**config.mk**
```make
export PLATFORM = sky130hd
export DESIGN_NAME = bp_stall_profile_ctrl_flat
export DESIGN_NICKNAME = d
export VERILOG_FILES = /design/src/rtl/bp_profiler_pkg.sv /design/src/rtl/bp_stall_profile_ctrl_if.sv /design/src/rtl/bp_sat_counter.sv /design/src/rtl/bp_stall_profile_ctrl.sv /design/src/flat_wrapper.sv
export SDC_FILE = /design/constraint.sdc
export NUM_CORES = 2
export LEC_CHECK = 0
export BUFFER_PORTS_ARGS = -buffer_cell sky130_fd_sc_hd__buf_4
export CAP_MARGIN = 20
export CORE_MARGIN = 10
export CORE_UTILIZATION = 70
export CTS_CLUSTER_DIAMETER = 120
export DETAILED_ROUTE_END_ITERATION = 6
export PLACE_DENSITY = 0.9
export REMOVE_ABC_BUFFERS = 1
export SLEW_MARGIN = 20
export SYNTH_ARGS = -nofsm -noshare
export SYNTH_HDL_FRONTEND = slang
export SYNTH_SLANG_ARGS = --single-unit
```
**constraint.sdc**
```tcl
create_clock -name clk_i -period 3.65 [get_ports clk_i]
set_clock_uncertainty 0.15 [all_clocks]
set_input_delay 0.1825 -clock clk_i [delete_from_list [all_inputs] [get_ports clk_i]]
set_output_delay 0.1825 -clock clk_i [all_outputs]
set_load 0.02 [all_outputs]
```
**src/rtl/bp_profiler_pkg.sv**
```systemverilog
// Shared types and dump-index helpers for the stall-reason profiler.
// Imported by the profiler control block and the testbench.
package bp_profiler_pkg;

  typedef enum logic [1:0] {
    e_prof_start = 2'd0,
    e_prof_stop  = 2'd1,
    e_prof_clear = 2'd2,
    e_prof_dump  = 2'd3
  } bp_prof_cmd_e;

  typedef enum logic [1:0] {
    e_idle  = 2'd0,
    e_run   = 2'd1,
    e_dump  = 2'd2,
    e_clear = 2'd3
  } bp_prof_state_e;

  // The cycle and instret words follow the reason counters in the dump stream.
  localparam int prof_cycle_ofs_c   = 0;
  localparam int prof_instret_ofs_c = 1;
  localparam int prof_num_extra_c   = 2;

  function automatic int dump_cycle_idx(input int num_reasons);
    return num_reasons + prof_cycle_ofs_c;
  endfunction

  function automatic int dump_instret_idx(input int num_reasons);
    return num_reasons + prof_instret_ofs_c;
  endfunction

endpackage

```
**src/rtl/bp_stall_profile_ctrl_if.sv**
```systemverilog
// Host command port and dump stream of the stall profiler.
// The master side is the host / cosim shell, the slave side is the profiler.
interface bp_stall_profile_ctrl_if #(
  parameter int cnt_width_p    = 32,
  parameter int reason_width_p = 5
);

  logic                      cmd_v_i;
  logic [1:0]                cmd_i;
  logic                      cmd_ready_o;
  logic                      running_o;
  logic                      data_v_o;
  logic [cnt_width_p-1:0]    data_o;
  logic [reason_width_p:0]   data_idx_o;
  logic                      data_last_o;
  logic                      data_yumi_i;

  modport master (
    output cmd_v_i,
    output cmd_i,
    input  cmd_ready_o,
    input  running_o,
    input  data_v_o,
    input  data_o,
    input  data_idx_o,
    input  data_last_o,
    output data_yumi_i
  );

  modport slave (
    input  cmd_v_i,
    input  cmd_i,
    output cmd_ready_o,
    output running_o,
    output data_v_o,
    output data_o,
    output data_idx_o,
    output data_last_o,
    input  data_yumi_i
  );

endinterface

```
**src/rtl/bp_sat_counter.sv**
```systemverilog
// Saturating up-counter with synchronous clear; holds at all-ones instead of wrapping.
module bp_sat_counter #(
  parameter int cnt_width_p = 32
) (
  input  logic                   clk_i,
  input  logic                   reset_n_i,
  input  logic                   clear_i,
  input  logic                   up_i,
  output logic [cnt_width_p-1:0] count_o
);

  localparam logic [cnt_width_p-1:0] max_c = '1;

  logic [cnt_width_p-1:0] count_q;
  logic [cnt_width_p-1:0] count_d;

  // Next count: clear wins over increment, increment stops at max.
  always_comb begin
    count_d = count_q;
    if (clear_i) begin
      count_d = '0;
    end else if (up_i && (count_q != max_c)) begin
      count_d = count_q + cnt_width_p'(1);
    end else begin
      count_d = count_q;
    end
  end

  // Count register.
  always_ff @(posedge clk_i or negedge reset_n_i) begin
    if (!reset_n_i) begin
      count_q <= '0;
    end else begin
      count_q <= count_d;
    end
  end

  assign count_o = count_q;

endmodule

```
**src/rtl/bp_stall_profile_ctrl.sv**
```systemverilog
// Run-control and readout sequencer for the per-core stall-reason counter bank.
// Counts stall reasons, cycles and retired instructions; dumps them over a valid/yumi stream.
module bp_stall_profile_ctrl
  import bp_profiler_pkg::*;
#(
  parameter int num_reasons_p  = 24,
  parameter int cnt_width_p    = 32,
  parameter int reason_width_p = 5
) (
  input  logic                      clk_i,
  input  logic                      reset_n_i,
  input  logic                      stall_v_i,
  input  logic [reason_width_p-1:0] stall_reason_i,
  input  logic                      instret_i,
  bp_stall_profile_ctrl_if.slave    prof_if
);

  localparam int idx_width_c = reason_width_p + 1;
  localparam int num_words_c = num_reasons_p + prof_num_extra_c;
  localparam int mux_size_c  = 1 << idx_width_c;
  localparam int cycle_idx_c = dump_cycle_idx(num_reasons_p);
  localparam int instret_idx_c = dump_instret_idx(num_reasons_p);
  localparam logic [idx_width_c-1:0] last_idx_c = idx_width_c'(instret_idx_c);

  bp_prof_state_e           state_q;
  bp_prof_state_e           state_d;
  logic                     resume_q;
  logic                     resume_d;
  logic [idx_width_c-1:0]   idx_q;
  logic [idx_width_c-1:0]   idx_d;

  bp_prof_cmd_e             cmd_s;
  logic                     cmd_ready_s;
  logic                     cmd_fire_s;
  logic                     run_s;
  logic                     clear_s;
  logic                     dump_v_s;
  logic                     reason_ok_s;

  logic [cnt_width_p-1:0]   cnt_s [mux_size_c];

  assign cmd_s       = bp_prof_cmd_e'(prof_if.cmd_i);
  assign cmd_ready_s = (state_q == e_idle) || (state_q == e_run);
  assign cmd_fire_s  = prof_if.cmd_v_i & cmd_ready_s;
  assign run_s       = (state_q == e_run);
  assign clear_s     = (state_q == e_clear);
  assign dump_v_s    = (state_q == e_dump);
  // A retiring instruction takes precedence over any reported stall reason.
  assign reason_ok_s = run_s & stall_v_i & ~instret_i;

  // Next-state, resume flag and dump index.
  always_comb begin
    state_d  = state_q;
    resume_d = resume_q;
    idx_d    = idx_q;
    case (state_q)
      e_idle: begin
        if (cmd_fire_s) begin
          case (cmd_s)
            e_prof_start: state_d = e_run;
            e_prof_clear: state_d = e_clear;
            e_prof_dump: begin
              state_d  = e_dump;
              resume_d = 1'b0;
              idx_d    = '0;
            end
            default: state_d = e_idle;
          endcase
        end else begin
          state_d = e_idle;
        end
      end
      e_run: begin
        if (cmd_fire_s) begin
          case (cmd_s)
            e_prof_stop:  state_d = e_idle;
            e_prof_clear: state_d = e_clear;
            e_prof_dump: begin
              state_d  = e_dump;
              resume_d = 1'b1;
              idx_d    = '0;
            end
            default: state_d = e_run;
          endcase
        end else begin
          state_d = e_run;
        end
      end
      e_dump: begin
        if (prof_if.data_yumi_i) begin
          if (idx_q == last_idx_c) begin
            idx_d   = '0;
            state_d = resume_q ? e_run : e_idle;
          end else begin
            idx_d = idx_q + idx_width_c'(1);
          end
        end else begin
          idx_d = idx_q;
        end
      end
      e_clear: begin
        state_d = e_idle;
      end
      default: begin
        state_d  = e_idle;
        resume_d = 1'b0;
        idx_d    = '0;
      end
    endcase
  end

  // Control state registers.
  always_ff @(posedge clk_i or negedge reset_n_i) begin
    if (!reset_n_i) begin
      state_q  <= e_idle;
      resume_q <= 1'b0;
      idx_q    <= '0;
    end else begin
      state_q  <= state_d;
      resume_q <= resume_d;
      idx_q    <= idx_d;
    end
  end

  // Codes at or above num_reasons_p match no counter and are dropped.
  for (genvar i = 0; i < num_reasons_p; i++) begin : g_reason
    bp_sat_counter #(.cnt_width_p(cnt_width_p)) u_cnt (
      .clk_i     (clk_i),
      .reset_n_i (reset_n_i),
      .clear_i   (clear_s),
      .up_i      (reason_ok_s & (stall_reason_i == reason_width_p'(i))),
      .count_o   (cnt_s[i])
    );
  end

  bp_sat_counter #(.cnt_width_p(cnt_width_p)) u_cycle_cnt (
    .clk_i     (clk_i),
    .reset_n_i (reset_n_i),
    .clear_i   (clear_s),
    .up_i      (run_s),
    .count_o   (cnt_s[cycle_idx_c])
  );

  bp_sat_counter #(.cnt_width_p(cnt_width_p)) u_instret_cnt (
    .clk_i     (clk_i),
    .reset_n_i (reset_n_i),
    .clear_i   (clear_s),
    .up_i      (run_s & instret_i),
    .count_o   (cnt_s[instret_idx_c])
  );

  // Pad the readout mux to a power of two so the index needs no range guard.
  for (genvar j = num_words_c; j < mux_size_c; j++) begin : g_pad
    assign cnt_s[j] = '0;
  end

  assign prof_if.cmd_ready_o = cmd_ready_s;
  assign prof_if.running_o   = run_s;
  assign prof_if.data_v_o    = dump_v_s;
  assign prof_if.data_o      = cnt_s[idx_q];
  assign prof_if.data_idx_o  = idx_q;
  assign prof_if.data_last_o = dump_v_s & (idx_q == last_idx_c);

endmodule
```
**src/flat_wrapper.sv**
```systemverilog
// flat-port wrapper written by rule: the top's interface ports become plain ports
module bp_stall_profile_ctrl_flat import bp_profiler_pkg::*;
#(
  parameter int num_reasons_p  = 24,
  parameter int cnt_width_p    = 32,
  parameter int reason_width_p = 5
)
  (clk_i, reset_n_i, stall_v_i, stall_reason_i, instret_i, prof_if_cmd_v_i, prof_if_cmd_i, prof_if_cmd_ready_o, prof_if_running_o, prof_if_data_v_o, prof_if_data_o, prof_if_data_idx_o, prof_if_data_last_o, prof_if_data_yumi_i);
  bp_stall_profile_ctrl_if #(.cnt_width_p(cnt_width_p), .reason_width_p(reason_width_p)) prof_if_i ();
  input  logic clk_i;
  input  logic reset_n_i;
  input  logic stall_v_i;
  input  logic [reason_width_p-1:0] stall_reason_i;
  input  logic instret_i;
  input wire logic [$bits(prof_if_i.cmd_v_i)-1:0] prof_if_cmd_v_i;
  input wire logic [$bits(prof_if_i.cmd_i)-1:0] prof_if_cmd_i;
  output wire logic [$bits(prof_if_i.cmd_ready_o)-1:0] prof_if_cmd_ready_o;
  output wire logic [$bits(prof_if_i.running_o)-1:0] prof_if_running_o;
  output wire logic [$bits(prof_if_i.data_v_o)-1:0] prof_if_data_v_o;
  output wire logic [$bits(prof_if_i.data_o)-1:0] prof_if_data_o;
  output wire logic [$bits(prof_if_i.data_idx_o)-1:0] prof_if_data_idx_o;
  output wire logic [$bits(prof_if_i.data_last_o)-1:0] prof_if_data_last_o;
  input wire logic [$bits(prof_if_i.data_yumi_i)-1:0] prof_if_data_yumi_i;
  assign prof_if_i.cmd_v_i = prof_if_cmd_v_i;
  assign prof_if_i.cmd_i = prof_if_cmd_i;
  assign prof_if_cmd_ready_o = prof_if_i.cmd_ready_o;
  assign prof_if_running_o = prof_if_i.running_o;
  assign prof_if_data_v_o = prof_if_i.data_v_o;
  assign prof_if_data_o = prof_if_i.data_o;
  assign prof_if_data_idx_o = prof_if_i.data_idx_o;
  assign prof_if_data_last_o = prof_if_i.data_last_o;
  assign prof_if_i.data_yumi_i = prof_if_data_yumi_i;
  bp_stall_profile_ctrl #(.num_reasons_p(num_reasons_p), .cnt_width_p(cnt_width_p), .reason_width_p(reason_width_p)) u_core (.clk_i(clk_i), .reset_n_i(reset_n_i), .stall_v_i(stall_v_i), .stall_reason_i(stall_reason_i), .instret_i(instret_i), .prof_if(prof_if_i));
endmodule
```
==> reports/results.tsv <==
stage	metric	value	unit
yosys	distinct cell type count after synthesis	89	
die	Core Rows	101	
final_layout	Multi-input gate area	0.03147	mm^2
critical_path	worst path cell trace	buf_12, mux2i_1, o22ai_1, nor4_1, nor3_1, buf_4	
final_layout	area grow syn2layout	9.498	%
die	die width	298.1	um
yosys	synthesized flop and latch total	841	
sta	final hold vios	0	
yosys	Mapped Cells	5870	
pwr	Int Pwr	17.03	mW
pwr	Pleak	22.27	nW
final_layout	Final #Nets	5852	
global_route	first-pass GRT wire length	294400	um
job	max-capacitance violation count	0	
drt	Total Wirelength	191600	um
die	total core area	0.07633	mm^2
critical_path	Crit. End Element	primary output	
pwr	Sequential Power Share	40.1	%
yosys	EDFF count, synth	0	
yosys	register area share after synthesis	38.88	%
sta	period utilization	104.4	%
final_layout	filler cell count	5164	
pwr	switch share	32.13	%
clocking	CTS tree	built	
drt	DR iter-0 viols	9109	
drt	via count	53910	
pwr	Comb pwr share	21.7	%
outcome	status	finished with violations	
yosys	Ys Warns	0	
critical_path	CP top delay family	multiplexers	
yosys	Async SR Flop Fraction	100.0	%
final_layout	Register Area	0.02106	mm^2
die	Starting Density	70.92	%
clocking	H-Tree Depth	3	
sta	min Tclk post-route	3.811	ns
final_layout	most frequent cells in the layout	dfrtp_1, nand2_1, a21oi_1, nand3_1, or3_1	
critical_path	critical path type	flop to primary output	
die	Die Ht	298.1	um
critical_path	max incr delay on CP	0.68	ns
placed_design	PortBufs	54	
yosys	top_reg_cell synth	dfrtp_1	
outcome	failing checks	setup timing	
sta	post-route setup TNS	-0.5731	ns
drt	Pre-Repair DR Iteration Count	7	
final_layout	Core Util, Final	77.66	%
clocking	CTS sink cnt	841	
sta	Fmax	262.4	MHz
clocking	Reg clk slew, reported paths	0.06	ns
pwr	Clock Power Share	38.2	%
placed_design	Post-Place Worst Slack	0.5919	ns
final_layout	commonest non-fill, non-tap cell in the layout	dfrtp_1	
drt	average wire per cell in the routed design	27.70	um
placed_design	Final GP Congestion	1.058	
sta	Rel. slew slack	21.08	%
clocking	clk root buf	clkbuf_16	
global_route	total grt overflow	0	
drt	DRC	0	
final_layout	layout cell share with drive strength beyond 1	11.65	%
clocking	Clock Tree Buf Depth	3	
drt	Via density	7.792	
clocking	clock latency at the later pin of the worst-skew pair	0.68	ns
clocking	TritonCTS Buffers	92	
critical_path	Worst EP arrival	3.48	ns
critical_path	Worst Path Buf+Inv	2	
critical_path	CP max stage cell	mux2i_1	
pwr	pwr dens	423.4	mW/mm^2
sta	worst slew pin tran	1.173	ns
critical_path	CP max FO	47	
yosys	Mapped Avg Cell Area	9.222	um^2
sta	final setup violation count	9	
yosys	Cell Area, Synth	0.05413	mm^2
die	die area	0.08885	mm^2
sta	final worst slack	-0.1614	ns
global_route	initial antenna violation count	10	
critical_path	Setup crit start kind	flop	
global_route	pin count of the biggest net entering global routing	135	
critical_path	Req. time, crit path	3.32	ns
min_path	HP Class	primary input to asynchronous set/reset pin	
drt	Detail Route Antenna Nets	0	
sta	Pins Over Slew Limit	0	
pwr	Worst IR Drop VDD	0.0004628	V
die	I/O Pins	55	
global_route	vias in the first global route	49480	
sta	Hold WS	0.02417	ns
global_route	All-Layer GR Usage	41.67	%
placed_design	placed wire-length estimate	135500	um
pwr	Net Switching	8.065	mW
==> routing by layer <==
| layer | GRT usage (%) | vias up | share of wire [%] |
|---|---|---|---|
| met5 | 2.987 | - | 0.22 |
| met4 | 25.64 | 14 | 8.0 |
| met2 | 60.39 | 4290 | 42 |
| li1 | - | 22850 | - |
| met1 | 52.47 | 25780 | 34 |
| met3 | 15.13 | 980 | 15 |
==> area by class of cell <==
class,instances,share of cell area (%)
repair buffers,211,3.411
well taps,1030,2.174
diodes,7,0.02955
inverters,102,0.6502
multi-input cells,4563,53.10
clock buffers,135,4.648
clock inverters,30,0.4644
flip-flops and latches,841,35.52
==> state kept, by name, summed over array words and instances (netlist names) <==
register and cells:
u_core.state_q 2, u_core.g_reason.u_cnt.count_o 768, u_core.u_instret_cnt.count_o 32, u_core.resume_q 1
u_core.prof_if.data_idx_o 6, u_core.u_cycle_cnt.count_o 32
==> worst paths after layout <==
check / slack [ns] / cells after the start / from / to
worst max-delay path: -0.16 / 6 / u_core.prof_if.data_idx_o[0]$_DFFE_PN0P_ / prof_if_data_o[23]
worst min-delay path: 0.02 / 2 / reset_n_i / u_core.g_reason[5].u_cnt.count_o[8]$_DFFE_PN0P_
worst max register to register: 0.48 / 6 / u_core.state_q[0]$_DFFE_PN0P_ / u_core.g_reason[4].u_cnt.count_o[22]$_DFFE_PN0P_
worst min register to register: 0.35 / 2 / u_core.resume_q$_DFFE_PN0P_ / u_core.resume_q$_DFFE_PN0P_
max in group asynchronous: 2.08 / 3 / reset_n_i / u_core.g_reason[16].u_cnt.count_o[13]$_DFFE_PN0P_
min in group clk_i: 0.05 / 6 / stall_reason_i[3] / u_core.g_reason[4].u_cnt.count_o[2]$_DFFE_PN0P_
==> logic make-up after synthesis <==
group	synth area share, %
flip-flops	38.88
XOR/XNOR	1.246
AND/OR/NAND/NOR	27.31
multiplexers	11.73
AO/OA/AOI/OAI	16.69
adder cells (fa/ha/maj)	0.6472
buffers and inverters	3.497
==> synth_stat cells, types with 17 or more instances <==
| master | count | area share (%) |
|---|---|---|
| o211ai_1 | 90 | 1.2 |
| and3_1 | 100 | 1.2 |
| mux2i_1 | 262 | 4.8 |
| o221a_2 | 20 | 0.42 |
| inv_1 | 99 | 0.69 |
| and4_1 | 102 | 1.7 |
| nand2_1 | 518 | 3.6 |
| nor2_1 | 215 | 1.5 |
| xnor2_1 | 47 | 0.76 |
| nor4_1 | 127 | 1.5 |
| o21a_1 | 46 | 0.64 |
| mux4_2 | 165 | 6.9 |
| o31a_1 | 18 | 0.29 |
| nand3_1 | 330 | 3.1 |
| and2_1 | 36 | 0.42 |
| o21ai_0 | 320 | 3.0 |
| o22ai_1 | 53 | 0.61 |
| o41ai_1 | 21 | 0.34 |
| xor2_1 | 30 | 0.49 |
| a21oi_1 | 506 | 4.7 |
| a211oi_1 | 20 | 0.28 |
| dfrtp_1 | 841 | 39 |
| or4_1 | 247 | 3.4 |
| nand2b_1 | 82 | 0.95 |
| buf_1 | 40 | 0.28 |
| nand4_1 | 267 | 3.1 |
| or2_2 | 20 | 0.23 |
| a31oi_1 | 17 | 0.20 |
| o31ai_1 | 231 | 3.2 |
| clkbuf_1 | 233 | 1.6 |
| or3_1 | 329 | 3.8 |
| ha_1 | 28 | 0.65 |
| nor3_1 | 105 | 0.97 |
| buf_2 | 81 | 0.75 |
==> power groups by stage <==
stage	registers (mW)	clock network (mW)	logic [mW]
after floorplan	10.5	0	2.50
after global placement	10.2	0	4.99
after detailed placement	10.2	0	5.09
after CTS	10.0	9.56	5.23
after global routing	10.1	9.95	5.67
final	10.1	9.60	5.44
==> stage by stage <==
stage | instance area, um^2 | cells | total power [mW]
floorplan | 52620 | 5506 | 13.00
global placement | 55870 | 6734 | 15.16
detailed placement | 55870 | 6734 | 15.28
CTS | 59090 | 6912 | 24.81
global route | 59270 | 6917 | 25.70
finish | 59270 | 6919 | 25.10
==> repair_timing <==
item                                    4_1_cts  5_1_grt
hold buffers                                 10        0
endpoints found under the setup margin       14       27
resized for setup                            10       37
hold endpoints to repair                    269        0
buffers inserted                              2        0
gates cloned                                  1        0
No activity file was read; power rests on OpenSTA's default activity.
